<file path="src/rtl/seq_div_responder_pkg.sv">
// Shared types and constants for the sequential-divide responder core.
// The constant table is entry(i) = i*TableMul + TableOff.
package seq_div_responder_pkg;

  typedef enum logic [2:0] {
    StIdle,
    StLoad,
    StDiv,
    StAcc,
    StDone
  } state_e;

  localparam int unsigned TableMul = 37;
  localparam int unsigned TableOff = 11;
  localparam int unsigned RetW     = 32;

endpackage

</file>
<file path="src/rtl/seq_div_responder_if.sv">
// Start/finish/return_val handshake between the board controller (master)
// and the compute core (slave).
interface seq_div_responder_if;
  import seq_div_responder_pkg::*;

  logic            start;
  logic            finish;
  logic [RetW-1:0] return_val;

  modport master (output start, input finish, input return_val);
  modport slave  (input start, output finish, output return_val);

endinterface

</file>
<file path="src/rtl/seq_divider.sv">
// DIV_W-bit restoring divider: one quotient bit per cycle, MSB first.
// A zero divisor yields an all-ones quotient.
module seq_divider #(
  parameter int unsigned DIV_W = 8
) (
  input  logic             clk,
  input  logic             reset,
  input  logic             i_load,
  input  logic [DIV_W-1:0] i_dividend,
  input  logic [DIV_W-1:0] i_divisor,
  output logic [DIV_W-1:0] o_quotient,
  output logic             o_done
);

  localparam int unsigned CntW = $clog2(DIV_W + 1);

  logic [DIV_W-1:0] r_rem;
  logic [DIV_W-1:0] r_quo;
  logic [DIV_W-1:0] r_dvs;
  logic [CntW-1:0]  r_cnt;

  logic [DIV_W:0]   w_trial;
  logic [DIV_W-1:0] w_diff;
  logic             w_qbit;

  // r_quo holds the unconsumed dividend bits and fills with quotient bits from the LSB.
  always_comb begin
    w_trial = {r_rem, r_quo[DIV_W-1]};
    w_qbit  = (w_trial >= {1'b0, r_dvs});
    w_diff  = w_trial[DIV_W-1:0] - r_dvs;
  end

  always_ff @(posedge clk or posedge reset) begin
    if (reset) begin
      r_rem <= '0;
      r_quo <= '0;
      r_dvs <= '0;
      r_cnt <= '0;
    end else if (i_load) begin
      r_rem <= '0;
      r_quo <= i_dividend;
      r_dvs <= i_divisor;
      r_cnt <= CntW'(DIV_W);
    end else if (r_cnt != '0) begin
      r_rem <= w_qbit ? w_diff : w_trial[DIV_W-1:0];
      r_quo <= (r_quo << 1) | DIV_W'(w_qbit);
      r_cnt <= r_cnt - CntW'(1);
    end
  end

  assign o_quotient = r_quo;
  // High in the cycle whose closing edge retires the last quotient bit.
  assign o_done     = (r_cnt == CntW'(1));

endmodule

</file>
<file path="src/rtl/seq_div_responder.sv">
// Stand-in compute core: on start, divides each constant-table entry by (index+1),
// sums the quotients and pulses finish with the sum on return_val.
module seq_div_responder
  import seq_div_responder_pkg::*;
#(
  parameter int unsigned DIV_W    = 8,
  parameter int unsigned NUM_INST = 4,
  parameter int unsigned ADDR_W   = 2
) (
  input logic                clk,
  input logic                reset,
  seq_div_responder_if.slave bus
);

  localparam logic [ADDR_W-1:0] LastIdx = ADDR_W'(NUM_INST - 1);

  state_e            r_state;
  state_e            w_state_d;
  logic [ADDR_W-1:0] r_idx;
  logic [RetW-1:0]   r_acc;
  logic [RetW-1:0]   r_return_val;
  logic              r_finish;

  logic              w_div_load;
  logic              w_div_done;
  logic [DIV_W-1:0]  w_dividend;
  logic [DIV_W-1:0]  w_divisor;
  logic [DIV_W-1:0]  w_quotient;

  function automatic logic [DIV_W-1:0] table_entry(input logic [ADDR_W-1:0] i);
    logic [31:0] v;
    v = 32'(i) * TableMul + TableOff;
    return v[DIV_W-1:0];
  endfunction

  function automatic logic [DIV_W-1:0] table_divisor(input logic [ADDR_W-1:0] i);
    logic [31:0] v;
    v = 32'(i) + 32'd1;
    return v[DIV_W-1:0];
  endfunction

  assign w_dividend = table_entry(r_idx);
  assign w_divisor  = table_divisor(r_idx);

  always_comb begin
    w_state_d  = r_state;
    w_div_load = 1'b0;
    unique case (r_state)
      StIdle: if (bus.start) w_state_d = StLoad;
      StLoad: begin
        w_div_load = 1'b1;
        w_state_d  = StDiv;
      end
      StDiv:  if (w_div_done) w_state_d = StAcc;
      StAcc:  w_state_d = (r_idx == LastIdx) ? StDone : StLoad;
      StDone: w_state_d = StIdle;
      default: w_state_d = StIdle;
    endcase
  end

  always_ff @(posedge clk or posedge reset) begin
    if (reset) r_state <= StIdle;
    else       r_state <= w_state_d;
  end

  // finish and return_val both register on the DONE edge so they appear in the same cycle.
  always_ff @(posedge clk or posedge reset) begin
    if (reset) begin
      r_idx        <= '0;
      r_acc        <= '0;
      r_return_val <= '0;
      r_finish     <= 1'b0;
    end else begin
      r_finish <= (r_state == StDone);
      if (r_state == StIdle && bus.start) begin
        r_idx        <= '0;
        r_acc        <= '0;
        r_return_val <= '0;
      end
      if (r_state == StAcc) begin
        r_acc <= r_acc + RetW'(w_quotient);
        if (r_idx != LastIdx) r_idx <= r_idx + ADDR_W'(1);
      end
      if (r_state == StDone) r_return_val <= r_acc;
    end
  end

  seq_divider #(
    .DIV_W(DIV_W)
  ) u_div (
    .clk        (clk),
    .reset      (reset),
    .i_load     (w_div_load),
    .i_dividend (w_dividend),
    .i_divisor  (w_divisor),
    .o_quotient (w_quotient),
    .o_done     (w_div_done)
  );

  assign bus.finish     = r_finish;
  assign bus.return_val = r_return_val;

endmodule

</file>
<file path="src/flat_wrapper.sv">
// flat-port wrapper written by rule: the top's interface ports become plain ports
module seq_div_responder_flat import seq_div_responder_pkg::*;
#(
  parameter int unsigned DIV_W    = 8,
  parameter int unsigned NUM_INST = 4,
  parameter int unsigned ADDR_W   = 2
)
  (clk, reset, bus_start, bus_finish, bus_return_val);
  seq_div_responder_if bus_i ();
  input logic clk;
  input logic reset;
  input wire logic [$bits(bus_i.start)-1:0] bus_start;
  output wire logic [$bits(bus_i.finish)-1:0] bus_finish;
  output wire logic [$bits(bus_i.return_val)-1:0] bus_return_val;
  assign bus_i.start = bus_start;
  assign bus_finish = bus_i.finish;
  assign bus_return_val = bus_i.return_val;
  seq_div_responder #(.DIV_W(DIV_W), .NUM_INST(NUM_INST), .ADDR_W(ADDR_W)) u_core (.clk(clk), .reset(reset), .bus(bus_i));
endmodule
</file>
<file path="config.mk">
export PLATFORM = sky130hd
export DESIGN_NAME = seq_div_responder_flat
export DESIGN_NICKNAME = d
export VERILOG_FILES = /design/src/rtl/seq_div_responder_pkg.sv /design/src/rtl/seq_div_responder_if.sv /design/src/rtl/seq_divider.sv /design/src/rtl/seq_div_responder.sv /design/src/flat_wrapper.sv
export SDC_FILE = /design/constraint.sdc
export NUM_CORES = 1
export LEC_CHECK = 0
export CORE_UTILIZATION = 50
export CTS_BUF_LIST = sky130_fd_sc_hd__clkbuf_4
export DETAILED_ROUTE_END_ITERATION = 10
export GPL_ROUTABILITY_DRIVEN = 0
export PLACE_DENSITY = 0.7
export SLEW_MARGIN = 20
export SYNTH_ARGS = -nofsm -noshare
export SYNTH_HDL_FRONTEND = slang
export SYNTH_SLANG_ARGS = --single-unit
export TNS_END_PERCENT = 5
</file>
<file path="constraint.sdc">
create_clock -name clk -period 4.7 [get_ports clk]
set_input_delay 0.94 -clock clk [delete_from_list [all_inputs] [get_ports clk]]
set_output_delay 0.94 -clock clk [all_outputs]
set_load 0.01 [all_outputs]
</file>
### Yosys cells after proc, flatten, opt, wreduce, memory -nomap -nowiden

Index checks and enable logic that the tools add are counted.
Widths: inputs -> output; s select.

| word-level totals | value |
|---|---|
| word-level logic and storage cells | 52 |
| output and inout port bits | 33 |
| input port bits | 3 |
| register bits after elaboration | 98 |

| operators by class | value |
|---|---|
| $mul | 1 |
| equal/unequal tests | 9 |
| add/sub/neg operators | 6 |
| bitwise gates (word level) | 1 |
| muxes and demuxes | 18 |
| reductions and logical operators | 7 |
| $lt $le $gt $ge | 1 |

Operator list:

| kind | number |
|---|---|
| $mux 32 | 3 |
| $mux 8 | 5 |
| $add 32x8->32 | 1 |
| $pmux 3 s4 | 1 |
| $ge 9x8->1 | 1 |
| $mux 3 | 3 |
| $add 8x4->8 const B | 1 |
| $mul 2x6->8 const B | 1 |
| $mux 4 | 2 |
| $or 8x1->8 | 1 |
| $sub 8x8->8 | 1 |
| $eq 3x2->1 const B | 2 |
| $mux 2 | 3 |
| $ne 2x2->1 const B | 3 |
| $reduce_bool 2->1 | 3 |
| $eq 4x1->1 const B | 1 |
| $reduce_bool 4->1 | 1 |
| $sub 4x1->4 const B | 1 |
| $add 2x1->3 const B | 1 |
| $eq 3x1->1 const B | 1 |
| $eq 3x3->1 const B | 1 |
| $logic_not 3->1 | 1 |
| $add 2x1->2 const B | 1 |
| $eq 2x2->1 const B | 1 |
| 3 further kinds | 3 |

### Longest topological paths before layout

| depth | value |
|---|---|
| depth after elaboration | 5 |
| depth in mapped cells | 9 |
| gate-level depth less buffers | 9 |

### By module

A second synthesis with hierarchy kept.

| second synthesis, totals | value |
|---|---|
| cells, all modules | 485 |
| area total of the unflattened synthesis | 5,017.3 µm² |

Modules (own cells, without submodules):

| module | sequential area each (µm²) | area an instance (µm²) | cells an instance | instances |
|---|---|---|---|---|
| seq_div_responder | 1,751.7 | 3,362.0 | 306 | 1 |
| seq_divider | 700.7 | 1,655.3 | 179 | 1 |

### Least setup slack after synthesis

OpenSTA, ideal clock, no wires.

| timing | value |
|---|---|
| kind | reg-to-reg |
| start point | reg u_core.u_div.r_quo[0] (netlist: u_core.u_div.o_quotient[0]) |
| end point | reg u_core.r_acc[16] |
| clock period less this slack | 2.061 ns |
| buffers on the path | 0 |
| library setup time | 0.079 ns |
| setup slack | 2.639 ns |
| required time | 4.621 ns |
| stages on the path, launching flop included | 10 |
| data arrival time | 1.982 ns |
| path through | dfrtp_1 ha_1 inv_1 fa_1 nor2b_1 o21ai_1 o21ai_2 a21oi_1 nor3_1 mux2i_1 |

| on the way | value |
|---|---|
| longest elaborated chain between the ends | 2 |

RTL lines:

| what | line | text |
|---|---|---|
| from (decl) | seq_divider.sv:18 | `logic [DIV_W-1:0] r_quo;` |
| from (signal assigned) | seq_divider.sv:41 | `r_quo <= i_dividend;` |
| from (signal assigned) | seq_divider.sv:46 | `r_quo <= (r_quo << 1) \| DIV_W'(w_qbit);` |
| $add 32x8->32 | seq_div_responder.sv:81 | `r_acc <= r_acc + RetW'(w_quotient);` |
| $mux 32 | seq_div_responder.sv:80 | `if (r_state == StAcc) begin` |
| to (signal assigned) | seq_div_responder.sv:81 |  |
| to (decl) | seq_div_responder.sv:20 | `logic [RetW-1:0] r_acc;` |

No other way between the ends.
A chain may end at the register's enable or synchronous reset.

### Worst setup path after layout

| timing | value |
|---|---|
| start point | reg u_core.u_div.r_quo[0] (netlist: u_core.u_div.o_quotient[0]) |
| end point | reg u_core.r_acc[12] |

The elaborated chain is that of the path after synthesis.

==> impl_metrics.json <==
{
  "cts_buffer_depth": 2,
  "max_freq_mhz": 400,
  "port_buffers": 35,
  "irDropWorstVdd_mv": 0.416,
  "synth_fp_nets": 447,
  "setup_viol": 0,
  "grt_max_degree": 39,
  "synthFlopType": "dfrtp_1",
  "syn_area_sq_um": 4520,
  "place_hpwl_mm": 6.15,
  "drive_gt1_share_pct": 7.81,
  "vias_per_cell": 5.75,
  "grt.met2_usage_pct": 31.4,
  "finalCriticalPeriod_ns": 2.50,
  "use_met1_pct": 28.4,
  "yosysSeqAreaShare_pct": 51.5,
  "die-area_sq_um": 9430,
  "die_height_microns": 97.1,
  "cts_resized": 0,
  "holdCritPathClass": "reg -> reg",
  "cts_sinks": 93,
  "postCtsSetupBuffers": 0,
  "final_nets": 479,
  "first_global_vias": 3193,
  "syn_inst": 424,
  "ctsHtreeMaxLevel": 3,
  "drtAntennaViolNets": 0,
  "die_w_microns": 97.1,
  "total_leakage_power_nw": 2.33,
  "rsz0062_at_grt": "false",
  "startpoint_type": "flop",
  "netlist-cell-type-count": 53,
  "area_delta_synth_final_pct": 13.6,
  "maxSlewHeadroom_pct": 43.9,
  "core_sq_um": 8720,
  "hold_start": "u_core.r_acc[31]$_DFFE_PP0P_",
  "synth_area_per_cell_sq_um": 10.7,
  "setup_tns_ns": 0,
  "async_flop_share_pct": 100,
  "remaining_drc_errors": 0,
  "required_ns": 5.04,
  "yosysWarnings": 0,
  "ios": 36,
  "finalHoldViolations": 0,
  "diodes": 0,
  "vias": 3272,
  "drt_pass1_iterations": 4,
  "grt_antenna_before_repair": 0,
  "insertion_delay_ns": 0.42,
  "drt-total-wl_mm": 8.87,
  "first_iter_violations": 91,
  "worstPathMaxFanout": 8,
  "start_util_pct": 51.8,
  "overflow": 0,
  "cts_buffers": 9,
  "crit_path_end_kind": "flop",
  "holdWs_ns": 0.497,
  "finalMaxSlewViolations": 0,
  "wl_per_cell_microns": 15.6,
  "period_share_pct": 53.2,
  "outcome": "complete, no violations",
  "clk_pin_slew_worst_paths_ns": 0.15,
  "top_usage_layer": "met2",
  "clock_skew_ns": 0.0249,
  "ys_ff_latch": 93,
  "drv_cap": 0,
  "grt_use_met3_pct": 2.73,
  "tightest_slew_ns": 0.840,
  "row_count": 34,
  "register_area_sq_um": 2330,
  "rr_startpoint": "u_core.u_div.o_quotient[0]$_DFFE_PP0P_",
  "layout_common_cells": "93 x dfrtp_1, 56 x nand2_1, 35 x clkdlybuf4s50_1, 32 x a22o_1, 22 x o21ai_0",
  "grt_first_pass_wirelength_mm": 15.3,
  "mostFrequentLayoutCell": "dfrtp_1",
  "gr-usage-all-layers_pct": 20.1,
  "critPathKind": "reg -> reg",
  "cts-root-buf": "clkbuf_4",
  "synth_edf_count": 0,
  "cts_tree": "yes",
  "multi_input_area_sq_um": 2050,
  "startpoint": "u_core.u_div.o_quotient[0]$_DFFE_PP0P_",
  "n_fill_cell": 743,
  "power.density_nw_per_um2": 537,
  "critical_path_arrival_ns": 2.84,
  "hold_buffers": 0
}
-- final timing paths --
check / cells past startpoint / end / slack [ns]
max: 9 / u_core.r_acc[12]$_DFFE_PP0P_ / 2.20
min: 1 / u_core.r_acc[31]$_DFFE_PP0P_ / 0.50
max reg2reg: 9 / u_core.r_acc[12]$_DFFE_PP0P_ / 2.20
min reg2reg: 1 / u_core.r_acc[31]$_DFFE_PP0P_ / 0.50
max in group asynchronous: 3 / u_core.bus.return_val[9]$_DFFE_PP0P_ / 3.06
min in group asynchronous: 2 / u_core.r_acc[26]$_DFFE_PP0P_ / 0.80
-- flip-flops by register name, summed over array words and instances, names as in the netlist --
register / flops
u_core.bus.finish: 1
u_core.r_acc: 32
u_core.u_div.r_rem: 8
u_core.r_idx: 2
u_core.bus.return_val: 32
u_core.u_div.r_dvs: 3
u_core.u_div.r_cnt: 4
u_core.r_state: 3
u_core.u_div.o_quotient: 8
-- critical path: stages (launching register included) --
cell and delay (ns):
dfrtp_1 0.45, ha_1 0.21, inv_1 0.06, fa_1 0.40, nor2b_1 0.13, o21ai_1 0.10, o21ai_2 0.28, a21oi_1 0.26
nor3_1 0.29, mux2i_1 0.23
-- area by class of cell --
type	instances	share of cell area, %
sequential	93	45.3
multi-input combinational	298	39.9
timing repair buffer	40	7.55
tap	108	2.63
clock inverter	5	1.92
clock buffer	11	1.61
inverter	14	1.05
-- power by group --
group	internal [mW]	total (mW)	switching [mW]
combinational	0.457	1.09	0.632
clock	0.280	0.533	0.254
sequential	0.963	1.13	0.170
-- cell usage after synthesis, drive strengths merged, types with 2 or more instances --
cell type	n	share of area [%]
mux2i	14	3.1
o221ai	2	0.39
nor4	2	0.42
xor2	3	0.58
and2	4	0.58
nor3b	2	0.44
o21ai	25	2.9
fa	2	0.89
nand2	56	4.6
nand3	13	1.6
nor2b	8	1.3
inv	14	1.2
a22o	33	6.4
and4	3	0.61
o21a	4	0.83
ha	18	5.0
a31oi	8	1.1
dfrtp	93	51
a21oi	14	1.6
buf	7	1.2
a21o	5	0.83
nor2	17	1.5
xnor2	8	1.6
clkbuf	12	1.0
o211ai	12	2.0
o22a	2	0.39
nor3	9	1.1
nand4	5	0.83
and3	7	1.0
o31ai	14	2.3
-- stage by stage --
stage	instance area, sq um	instances	total power, mW	setup WS (ns)	util (%)
after CTS	5140	569	2.78	2.23	58.9
after global routing	5140	569	2.98	2.08	58.9
final	5140	569	2.76	2.20	58.9
after detailed placement	4950	553	2.24	1.88	56.8
after global placement	4950	553	2.19	1.91	56.8
after floorplan	4520	424	2.01	1.34	-
-- cells by family (layout without fill, tap and decap cells) --
logic type	count (synthesis)	count (layout)	share of synthesized area, %
AND/OR/NAND/NOR	130	130	14.6
AO/OA/AOI/OAI	123	123	19.5
flip-flops	93	93	51.5
buffers and inverters	33	70	3.35
adder cells (fa/ha/maj)	20	20	5.87
multiplexers	14	14	3.10
XOR/XNOR	11	11	2.13
-- routing by layer --
metal,vias to the layer above,share of wire [%],wire length [microns]
li1,1613,-,-
met1,1590,48,4220
met2,63,48,4250
met3,6,3.6,321
met4,0,0.79,70
met5,-,0,0
Power figures use the tool's default switching activity.
==> variant, RTL diff (config.mk and constraints unchanged) <==
`ADDR_W` is set to 2 in 2 places; all go to 1.
--- a/src/rtl/seq_div_responder.sv
+++ b/src/rtl/seq_div_responder.sv
@@ -6,5 +6,5 @@
   parameter int unsigned DIV_W    = 8,
   parameter int unsigned NUM_INST = 4,
-  parameter int unsigned ADDR_W   = 2
+  parameter int unsigned ADDR_W   = 1
 ) (
   input logic                clk,
--- a/src/flat_wrapper.sv
+++ b/src/flat_wrapper.sv
@@ -4,5 +4,5 @@
   parameter int unsigned DIV_W    = 8,
   parameter int unsigned NUM_INST = 4,
-  parameter int unsigned ADDR_W   = 2
+  parameter int unsigned ADDR_W   = 1
 )
   (clk, reset, bus_start, bus_finish, bus_return_val);
Check against the original RTL: no difference found for any inputs over 10 cycles, from zero or initial values and one cycle with reset high; that may be too few to reach the edited logic, so the function may still have changed.
==> variant against the original RTL <==
Sequential share of layout area down 0.29 points; cell count down 2.6%; global-route usage up 0.42 points; core utilization is 0.89 points lower; first-iteration DRC count is 120% higher; critical path depth is 1 lower; sequential cell count shrank 2; design area is 1.5% lower; synthesized area decreased by 0.39%; total power shrank 5.7%; worst setup slack got worse by 260 ps; routed wire length decreased by 0.15%; die area shrank 0.38%; maximum frequency down 9.6%; critical path type unchanged; highest routed layer unchanged.
==> variant: results (changes against the original RTL) <==
[clock_tree]
cts_resized = 0  ; unchanged
hold_buffers = 0  ; unchanged
clk_transition_reported_paths_ps = 130  ; -20 ps

[synth]
synth-xor-area-share_pct = 2.334  ; +0.20 points
synthAdderAreaFrac_pct = 4.501  ; -1.4 points
yosys-top-cells-area = dfrtp_1 (51%), a22o_1 (6.6%), nand2_1 (4.8%)
muxShareOfSynthArea_pct = 5.057  ; +2.0 points
netlist_top_cells_count = dfrtp_1 (91), nand2_1 (58), a22o_1 (34)
yosysSeqAreaShare_pct = 50.57  ; -0.91 points
syn_nets = 430  ; -3.8%
synth_compound_area_share_pct = 18.64  ; -0.81 points
synth_cell_types = 64  ; +21%
syn-instance-count = 412  ; -2.8%

[routing]
wl_met3_um = 350  ; +9.0%
wl_per_cell_um = 15.98  ; +2.6%
vias_per_cell = 5.875  ; +2.2%
met1_length_um = 4401  ; +4.2%
wirelength_um = 8854  ; -0.15%

[place]
placed_cell_area_um2 = 4901  ; -1.1%
placed_cells_incl_taps = 538  ; -2.7%

[final_layout]
fillers = 739  ; -0.54%
final_nets = 459  ; -4.2%
n_antenna_cell = 0  ; unchanged
drive_above_1_share_pct = 9.641  ; +1.8 points

[global_routing]
use_met3_pct = 3.974  ; +1.2 points
grt_pass1_vias = 3138  ; -1.7%
use_met1_pct = 31.03  ; +2.6 points
grt_max_degree = 43  ; +10%
grt_pass1_wl_um = 15680  ; +2.4%
grt_usage_pct = 20.52  ; +0.42 points
met2_usage_pct = 29.96  ; -1.4 points

[sta]
post-route-min-period_ps = 2766  ; +264.5 ps
fin_skew_ps = 22.33  ; -2.574 ps
fin_hold_ws_ps = 502.4  ; +4.970 ps
worst_pin_slew_ps = 845.0  ; +4.532 ps

[run_status]
outcome = finished, final reports clean

[pwr]
ir_drop_v = 0.0002283  ; -45%

[critical_path]
critPathMaxStageDelay_ps = 750  ; +300 ps
slowest_stage = a311oi_2
critPathArrivalTime_ps = 3090  ; +250 ps
r2r_slack_ps = 1930  ; -260 ps
path_max_fanout = 12  ; +4

-- variant: worst paths after layout --
path / endpoint / cells after the start
setup / recovery: u_core.r_acc[16]$_DFFE_PP0P_ / 8
hold / removal: u_core.r_acc[31]$_DFFE_PP0P_ / 1
setup reg to reg: u_core.r_acc[16]$_DFFE_PP0P_ / 8
hold reg to reg: u_core.r_acc[31]$_DFFE_PP0P_ / 1
max in group asynchronous: u_core.r_acc[19]$_DFFE_PP0P_ / 3
min in group asynchronous: u_core.r_state[0]$_DFFE_PP0P_ / 2
-- variant: kinds of logic after synthesis --
family / Yosys count
adder cells (fa/ha/maj): 15
multiplexers: 22
XOR/XNOR: 12
AO/OA/AOI/OAI: 107
flip-flops: 91
buffers and inverters: 36
AND/OR/NAND/NOR: 129
-- variant: cell type report --
type	instances	area, µm²	area share (%)
Clock inverter	7	90.09	1.781
Inverter	15	57.56	1.138
Multi-Input combinational cell	285	2051	40.54
Timing Repair Buffer	39	380.4	7.519
Sequential cell	91	2277	45.02
Tap cell	108	135.1	2.671
Clock buffer	9	67.56	1.336
-- variant: worst register-to-register path: stages (launching register included) --
cell,delay [ps]
dfrtp_1,400
ha_1,170
inv_1,50
fa_1,400
and2b_4,290
o2111ai_4,150
a311oi_2,750
a31oi_1,180
mux2_4,290
-- variant: power breakdown --
part / total [mW] / switching, mW / internal (mW)
Sequential: 1.11 / 0.170 / 0.937
Clock: 0.477 / 0.262 / 0.214
Combinational: 1.01 / 0.579 / 0.436
Total: 2.60 / 1.01 / 1.59
